File: src/rtl/router_sw_alloc_pkg.sv
// -----------------------------------------------------------------------------
// router_sw_alloc_pkg
//   Shared definitions for the mesh-router switch allocator: port codes,
//   field widths, the per-output allocation state and a round-robin helper.
// -----------------------------------------------------------------------------
package router_sw_alloc_pkg;

  // Port codes as produced by the route stage. Code 0 is always local.
  localparam logic [2:0] PORT_LOCAL = 3'd0;
  localparam logic [2:0] PORT_NB1   = 3'd1;
  localparam logic [2:0] PORT_NB2   = 3'd2;
  localparam logic [2:0] PORT_NB3   = 3'd3;

  // Width of a route result / crossbar select slice, and of an input index.
  localparam int PORT_W = 3;
  localparam int OWN_W  = 2;

  // Per-output allocation state.
  typedef enum logic {
    SA_IDLE = 1'b0,
    SA_LOCK = 1'b1
  } sa_state_e;

  // Round-robin successor of an input index, wrapping at nport.
  function automatic logic [OWN_W-1:0] rr_next(input logic [OWN_W-1:0] idx,
                                               input int               nport);
    if (int'(idx) + 1 >= nport) return '0;
    return idx + OWN_W'(1);
  endfunction

endpackage : router_sw_alloc_pkg

File: src/rtl/router_rr_arb.sv
// -----------------------------------------------------------------------------
// router_rr_arb
//   Combinational NPORT-wide round-robin picker. Scans the request vector
//   starting at rr_ptr and wrapping at NPORT; the first set request wins.
//
//   Ports:
//     req      in  NPORT  request vector, bit i = input i requests
//     rr_ptr   in  2      index where the scan starts
//     gnt      out NPORT  one-hot grant (all zero when nothing requests)
//     gnt_idx  out 2      index of the winner (0 when nothing requests)
// -----------------------------------------------------------------------------
module router_rr_arb
  import router_sw_alloc_pkg::*;
#(
  parameter int NPORT = 4
) (
  input  logic [NPORT-1:0] req,
  input  logic [OWN_W-1:0] rr_ptr,
  output logic [NPORT-1:0] gnt,
  output logic [OWN_W-1:0] gnt_idx
);

  logic found;
  int   idx;

  // NOTE: every variable written here gets a default first, so no path
  // leaves a value unassigned and no latch is inferred.
  always_comb begin
    gnt     = '0;
    gnt_idx = '0;
    found   = 1'b0;
    idx     = 0;
    for (int k = 0; k < NPORT; k++) begin
      // rr_ptr + k is at most 2*NPORT-2, so a single subtract wraps it.
      idx = int'(rr_ptr) + k;
      if (idx >= NPORT) idx = idx - NPORT;
      if (!found && req[idx]) begin
        found      = 1'b1;
        gnt[idx]   = 1'b1;
        gnt_idx    = OWN_W'(idx);
      end
    end
  end

endmodule : router_rr_arb

File: src/rtl/router_sw_alloc.sv
// -----------------------------------------------------------------------------
// router_sw_alloc
//   Switch allocator for one mesh router (3-port corner or 4-port edge).
//   Each output port owns a two-state machine (IDLE / LOCK). In IDLE it grants
//   itself round-robin to one requesting input; in LOCK it passes that input's
//   flits until the tail transfers, then releases and advances its pointer
//   past the old owner. A grant sampled at one edge produces its first
//   transfer in the following cycle, so there is one bubble per packet.
//
//   Ports:
//     clk        in  1          rising-edge clock
//     rst_n      in  1          asynchronous active-low reset
//     en         in  1          global enable; 0 freezes state, blanks outputs
//     in_valid   in  NPORT      input i has a flit at its buffer head
//     in_tail    in  NPORT      head flit of input i is a tail
//     in_port    in  3*NPORT    route result of input i, slice [3i+2:3i]
//     out_ready  in  NPORT      downstream of output o accepts a flit
//     in_pop     out NPORT      flit of input i transfers this cycle
//     out_valid  out NPORT      output o carries a flit this cycle
//     out_sel    out 3*NPORT    crossbar select (owning input) of output o
//     err_port   out 1          sticky: a request named a nonexistent port
// -----------------------------------------------------------------------------
module router_sw_alloc
  import router_sw_alloc_pkg::*;
#(
  parameter int NPORT = 4
) (
  input  logic                  clk,
  input  logic                  rst_n,
  input  logic                  en,
  input  logic [NPORT-1:0]      in_valid,
  input  logic [NPORT-1:0]      in_tail,
  input  logic [PORT_W*NPORT-1:0] in_port,
  input  logic [NPORT-1:0]      out_ready,
  output logic [NPORT-1:0]      in_pop,
  output logic [NPORT-1:0]      out_valid,
  output logic [PORT_W*NPORT-1:0] out_sel,
  output logic                  err_port
);

  // Per-output state
  sa_state_e        state_q  [NPORT];
  sa_state_e        state_d  [NPORT];
  logic [OWN_W-1:0] owner_q  [NPORT];
  logic [OWN_W-1:0] owner_d  [NPORT];
  logic [OWN_W-1:0] rr_ptr_q [NPORT];
  logic [OWN_W-1:0] rr_ptr_d [NPORT];
  logic             err_port_q;
  logic             err_port_d;

  // Arbitration plumbing
  logic [NPORT-1:0] owns_any;
  logic [NPORT-1:0] req     [NPORT];
  logic [NPORT-1:0] gnt     [NPORT];
  logic [OWN_W-1:0] gnt_idx [NPORT];

  // An input that already owns an output may not request another one; its
  // route field is stale while it is mid-packet.
  always_comb begin
    owns_any = '0;
    for (int o = 0; o < NPORT; o++) begin
      for (int i = 0; i < NPORT; i++) begin
        if (state_q[o] == SA_LOCK && owner_q[o] == OWN_W'(i)) owns_any[i] = 1'b1;
      end
    end
  end

  // Request matrix: req[o][i] = input i wants output o. Route codes >= NPORT
  // never match any output, so bad routes are never granted.
  always_comb begin
    for (int o = 0; o < NPORT; o++) begin
      for (int i = 0; i < NPORT; i++) begin
        req[o][i] = in_valid[i] && !owns_any[i] &&
                    (in_port[PORT_W*i +: PORT_W] == PORT_W'(o));
      end
    end
  end

  for (genvar o = 0; o < NPORT; o++) begin : g_arb
    router_rr_arb #(
      .NPORT (NPORT)
    ) u_arb (
      .req     (req[o]),
      .rr_ptr  (rr_ptr_q[o]),
      .gnt     (gnt[o]),
      .gnt_idx (gnt_idx[o])
    );
  end

  // Next-state and output logic. Outputs depend only on registered ownership
  // plus the live valid/ready handshake, never on this cycle's arbitration,
  // which is what makes a release and a regrant take two separate edges.
  always_comb begin
    state_d    = state_q;
    owner_d    = owner_q;
    rr_ptr_d   = rr_ptr_q;
    err_port_d = err_port_q;
    in_pop     = '0;
    out_valid  = '0;
    out_sel    = '0;

    if (en) begin
      for (int o = 0; o < NPORT; o++) begin
        unique case (state_q[o])
          SA_IDLE: begin
            if (|gnt[o]) begin
              state_d[o] = SA_LOCK;
              owner_d[o] = gnt_idx[o];
            end
          end
          SA_LOCK: begin
            out_sel[PORT_W*o +: PORT_W] = {1'b0, owner_q[o]};
            for (int i = 0; i < NPORT; i++) begin
              if (owner_q[o] == OWN_W'(i) && in_valid[i] && out_ready[o]) begin
                out_valid[o] = 1'b1;
                in_pop[i]    = 1'b1;
                if (in_tail[i]) begin
                  state_d[o]  = SA_IDLE;
                  rr_ptr_d[o] = rr_next(owner_q[o], NPORT);
                end
              end
            end
          end
          default: ;
        endcase
      end

      for (int i = 0; i < NPORT; i++) begin
        if (in_valid[i] && !owns_any[i] &&
            in_port[PORT_W*i +: PORT_W] >= PORT_W'(NPORT)) begin
          err_port_d = 1'b1;
        end
      end
    end
  end

  // NOTE: the per-output arrays are small control registers, not storage,
  // so every element is reset; a reset mid-packet must drop all locks at once.
  // NOTE: state registers use non-blocking assignments so every flop samples
  // the pre-edge value of the others.
  always_ff @(posedge clk or negedge rst_n) begin
    if (!rst_n) begin
      for (int o = 0; o < NPORT; o++) begin
        state_q[o]  <= SA_IDLE;
        owner_q[o]  <= '0;
        rr_ptr_q[o] <= '0;
      end
      err_port_q <= 1'b0;
    end else begin
      for (int o = 0; o < NPORT; o++) begin
        state_q[o]  <= state_d[o];
        owner_q[o]  <= owner_d[o];
        rr_ptr_q[o] <= rr_ptr_d[o];
      end
      err_port_q <= err_port_d;
    end
  end

  assign err_port = err_port_q;

endmodule : router_sw_alloc

File: config.mk
export PLATFORM = sky130hd
export DESIGN_NAME = router_sw_alloc
export DESIGN_NICKNAME = d
export VERILOG_FILES = /design/src/rtl/router_sw_alloc_pkg.sv /design/src/rtl/router_rr_arb.sv /design/src/rtl/router_sw_alloc.sv
export SDC_FILE = /design/constraint.sdc
export NUM_CORES = 1
export LEC_CHECK = 0
export ABC_CLOCK_PERIOD_IN_PS = 3500
export CAP_MARGIN = 20
export CORE_UTILIZATION = 50
export DETAILED_ROUTE_END_ITERATION = 10
export PLACE_DENSITY_LB_ADDON = 0.15
export SKIP_LAST_GASP = 1
export SLEW_MARGIN = 20
export SYNTH_ARGS = -nofsm -noshare
export SYNTH_HDL_FRONTEND = slang
export SYNTH_SLANG_ARGS = --single-unit
File: constraint.sdc
create_clock -name clk -period 3.5 [get_ports clk]
set_input_delay 0.525 -clock clk [delete_from_list [all_inputs] [get_ports clk]]
set_output_delay 0.525 -clock clk [all_outputs]
set_load 0.05 [all_outputs]
==> summary.md <==
| Metric | Value |
|---|---|
| Clock power frac | 7.0% |
| Post-cts sizing count | 0 |
| Met3 Routed Length | 763 um |
| Number of synthesized register bits | 21 |
| Nature of the critical path endpoint | flop |
| Internal power | 1.073 mW |
| Count of final setup violators | 0 |
| Status | completed |
| Area delta synth->final | 19.79% |
| Cts hold-fix bufs | 0 |
| Mapped Cells | 380 |
| Share of layout cells above drive strength 1 | 7.889% |
| H-tree depth | 1 |
| Final ANT Viol Nets | 0 |
| Fraction of registers with async set/reset | 100.0% |
| Crit path DAT | 3360 ps |
| Vias | 3251 |
| Layout Cells excl Fill | 503 |
| Clk root buf | clkbuf_8 |
| Multi-input logic area | 2350 sq um |
| Bufs on Longest Clock Path | 2 |
| Final Hold Viols | 0 |
| Comb pwr share | 66.6% |
| Avg Cell Area, Syn | 7.968 sq um |
| Gr usage total | 28.17% |
| Metal-1 WL | 4130 um |
| Clock sink count | 21 |
| Worst-path clk slew | 80 ps |
| Setup slack, reg-to-reg | 330 ps |
| Initial antenna violation count | 0 |
| Reg power frac | 26.4% |
| Buffers added on ports | 43 |
| Rel. slew slack | 63.12% |
| Seq. cell area | 525.5 sq um |
| Clock buffer count from CTS | 3 |
| PwrDens | 656.8 nW/um^2 |
| Cell area after synthesis | 3028 sq um |
| I/O pins | 48 |
| Gp weighted congestion | 0.9153 |
| Detailed placer's ending HPWL | 6919 um |
| RSZ-0062 raised after global routing | no |
| DIE AREA | 6371 sq um |
| Largest cells by area after synthesis | ha_1 (20%), dfrtp_1 (17%), a22oi_1 (4.2%) |
| Crit share post-route | 91.55% |
| Maximum fanout along the worst path | 5 |
| Core ar. | 5675 sq um |
| Yosys warning count | 0 |
| R2R Path End | owner_q[4]$_DFFE_PN0P_ |
| Filler cell count | 503 |
| Die height | 79.82 um |
| Setup CP Type | input port to flop |
| Largest net degree at the start of global routing | 22 |
| Layout Skew | 2.515 ps |
| Top-area cell type share of the netlist area | 19.83% |
| Number of post-CTS setup repair buffers | 0 |
| Routed wl met2 | 3824 um |
| Vias in the first global route | 2825 |
| Max-Cap Viols | 0 |
| NetSw | 1.310 mW |
| Critical R2R Launch | owner_q[2]$_DFFE_PN0P_ |
| Distinct cells, synth | 59 |
| Total wire length | 8862 um |
| Peak supply drop | 0.0004183 V |
| First-pass GRT wire length | 14050 um |
| # nets final | 507 |
| WHS | 223.3 ps |
| Worst Tran Pin Value | 551.5 ps |
| DRC Markers | 0 |
| EDFF count, synth | 0 |
| Initial Util | 53.35% |
| Row cnt | 27 |
| Final setup TNS | 0 ps |
| Top Metal Used | met4 |
| Ys flop type | dfrtp_1 |
| Worst Hold Class | input port to async pin |
| TritonCTS clock tree | yes |
| Leading area contributor after synthesis | ha_1 |
| Grt ovf | 0 |
| Worst Path Required | 3660 ps |
| Tmin final | 3204 ps |
| Die width | 79.82 um |
| Peak Freq | 312.1 MHz |
| Router iterations before antenna repair | 7 |
| WL per Instance | 17.62 um |
| Post-synthesis sequential area ratio | 17.36% |
| Cells after DPL | 499 |
| Clock Latency Late Sink | 270 ps |
| Initial drt markers | 386 |
| Via/cell ratio | 6.463 |
| N_diodes | 0 |
| Fin. max-slew vios | 0 |
| R2R cell count | 10 |
| Static Leak | 1.634 nW |
| Setup crit start kind | input port |
| Switching Share | 54.98% |
cell usage after synthesis, drive strengths merged, types with 5 or more instances:
cell     n
inv     19
nor4    10
mux2    10
o41ai    5
ha      48
dfrtp   21
nand3   15
a21oi   19
nand4   13
nor2    30
mux2i    9
and3    21
a21o     8
nor3    14
o21ai   21
a22oi   17
buf      9
clkbuf   5
nand2   27
cell usage in the layout, fill, tap and decap left out, types with 5 or more instances in the layout:
| master | count |
|---|---|
| a22oi_1 | 17 |
| nor3_1 | 14 |
| nand4_1 | 13 |
| nand3_1 | 14 |
| a21oi_1 | 19 |
| dfrtp_1 | 21 |
| o41ai_1 | 5 |
| a21o_1 | 7 |
| mux2_2 | 8 |
| nor4_1 | 10 |
| inv_1 | 19 |
| buf_4 | 15 |
| mux2i_1 | 9 |
| clkdlybuf4s50_1 | 42 |
| nor2_1 | 30 |
| o21ai_0 | 21 |
| and3_1 | 20 |
| ha_1 | 48 |
| nand2_1 | 27 |
critical path, stage by stage:
cell and delay, ps:
clkdlybuf4s50_1 560, a21boi_0 430, nand3_2 190, mux2_4 310, and3_1 170, or4_1 420, a311oi_2 420, mux2_4 330
state kept, by name (all words and copies together) (netlist names):
name,cells
owner_q,8
rr_ptr_q,8
state_q,4
err_port,1
worst max path at each step:
stage | from | end | slack [ps]
finish | in_valid[2] | owner_q[4]$_DFFE_PN0P_ | 300
global route | in_valid[2] | owner_q[4]$_DFFE_PN0P_ | 170
CTS | in_valid[2] | owner_q[4]$_DFFE_PN0P_ | 320
detailed placement | in_valid[2] | owner_q[4]$_DFFE_PN0P_ | 60
global placement | in_valid[2] | owner_q[4]$_DFFE_PN0P_ | 220
floorplan | owner_q[0]$_DFFE_PN0P_ | owner_q[4]$_DFFE_PN0P_ | 390
power groups by stage:
stage | clock, mW | combinational [mW] | sequential (mW)
final | 0.168 | 1.59 | 0.628
after floorplan | 0 | 1.23 | 0.463
after global routing | 0.182 | 1.74 | 0.658
after detailed placement | 0 | 1.56 | 0.624
after CTS | 0.167 | 1.57 | 0.620
after global placement | 0 | 1.51 | 0.616
through the flow:
step | worst slack, ps | total power [mW] | utilization (%) | area [sq um]
floorplan | 393.2 | 1.694 | - | 3039
global placement | 216.0 | 2.130 | 63.21 | 3587
detailed placement | 56.08 | 2.182 | 63.21 | 3587
CTS | 323.2 | 2.352 | 64.00 | 3632
global route | 174.7 | 2.583 | 63.91 | 3627
finish | 295.9 | 2.382 | 63.91 | 3627
per-layer routing:
layer,global-route usage (%),vias to the layer above
met5,0,-
met4,7.321,0
met3,1.943,18
met2,43.42,173
met1,41.96,1523
li1,-,1537
kinds of logic (layout without fill, tap and decap cells):
kind of cell / after synthesis / in the layout / share of synthesized area, %
buffers and inverters: 35 / 83 / 5.413
AO/OA/AOI/OAI: 102 / 102 / 23.31
adder cells (fa/ha/maj): 48 / 48 / 19.83
other: 1 / 4 / 0.1238
multiplexers: 19 / 19 / 6.942
flip-flops: 21 / 21 / 17.36
AND/OR/NAND/NOR: 154 / 154 / 27.03
cell type report:
| class | instances | share of cell area, % |
|---|---|---|
| timing repair buffer | 58 | 14.83 |
| inverter | 21 | 2.173 |
| sequential | 21 | 14.49 |
| multi-input combinational | 327 | 64.78 |
| tap | 72 | 2.484 |
| clock buffer | 4 | 1.242 |
Power figures use the tool's default switching activity.
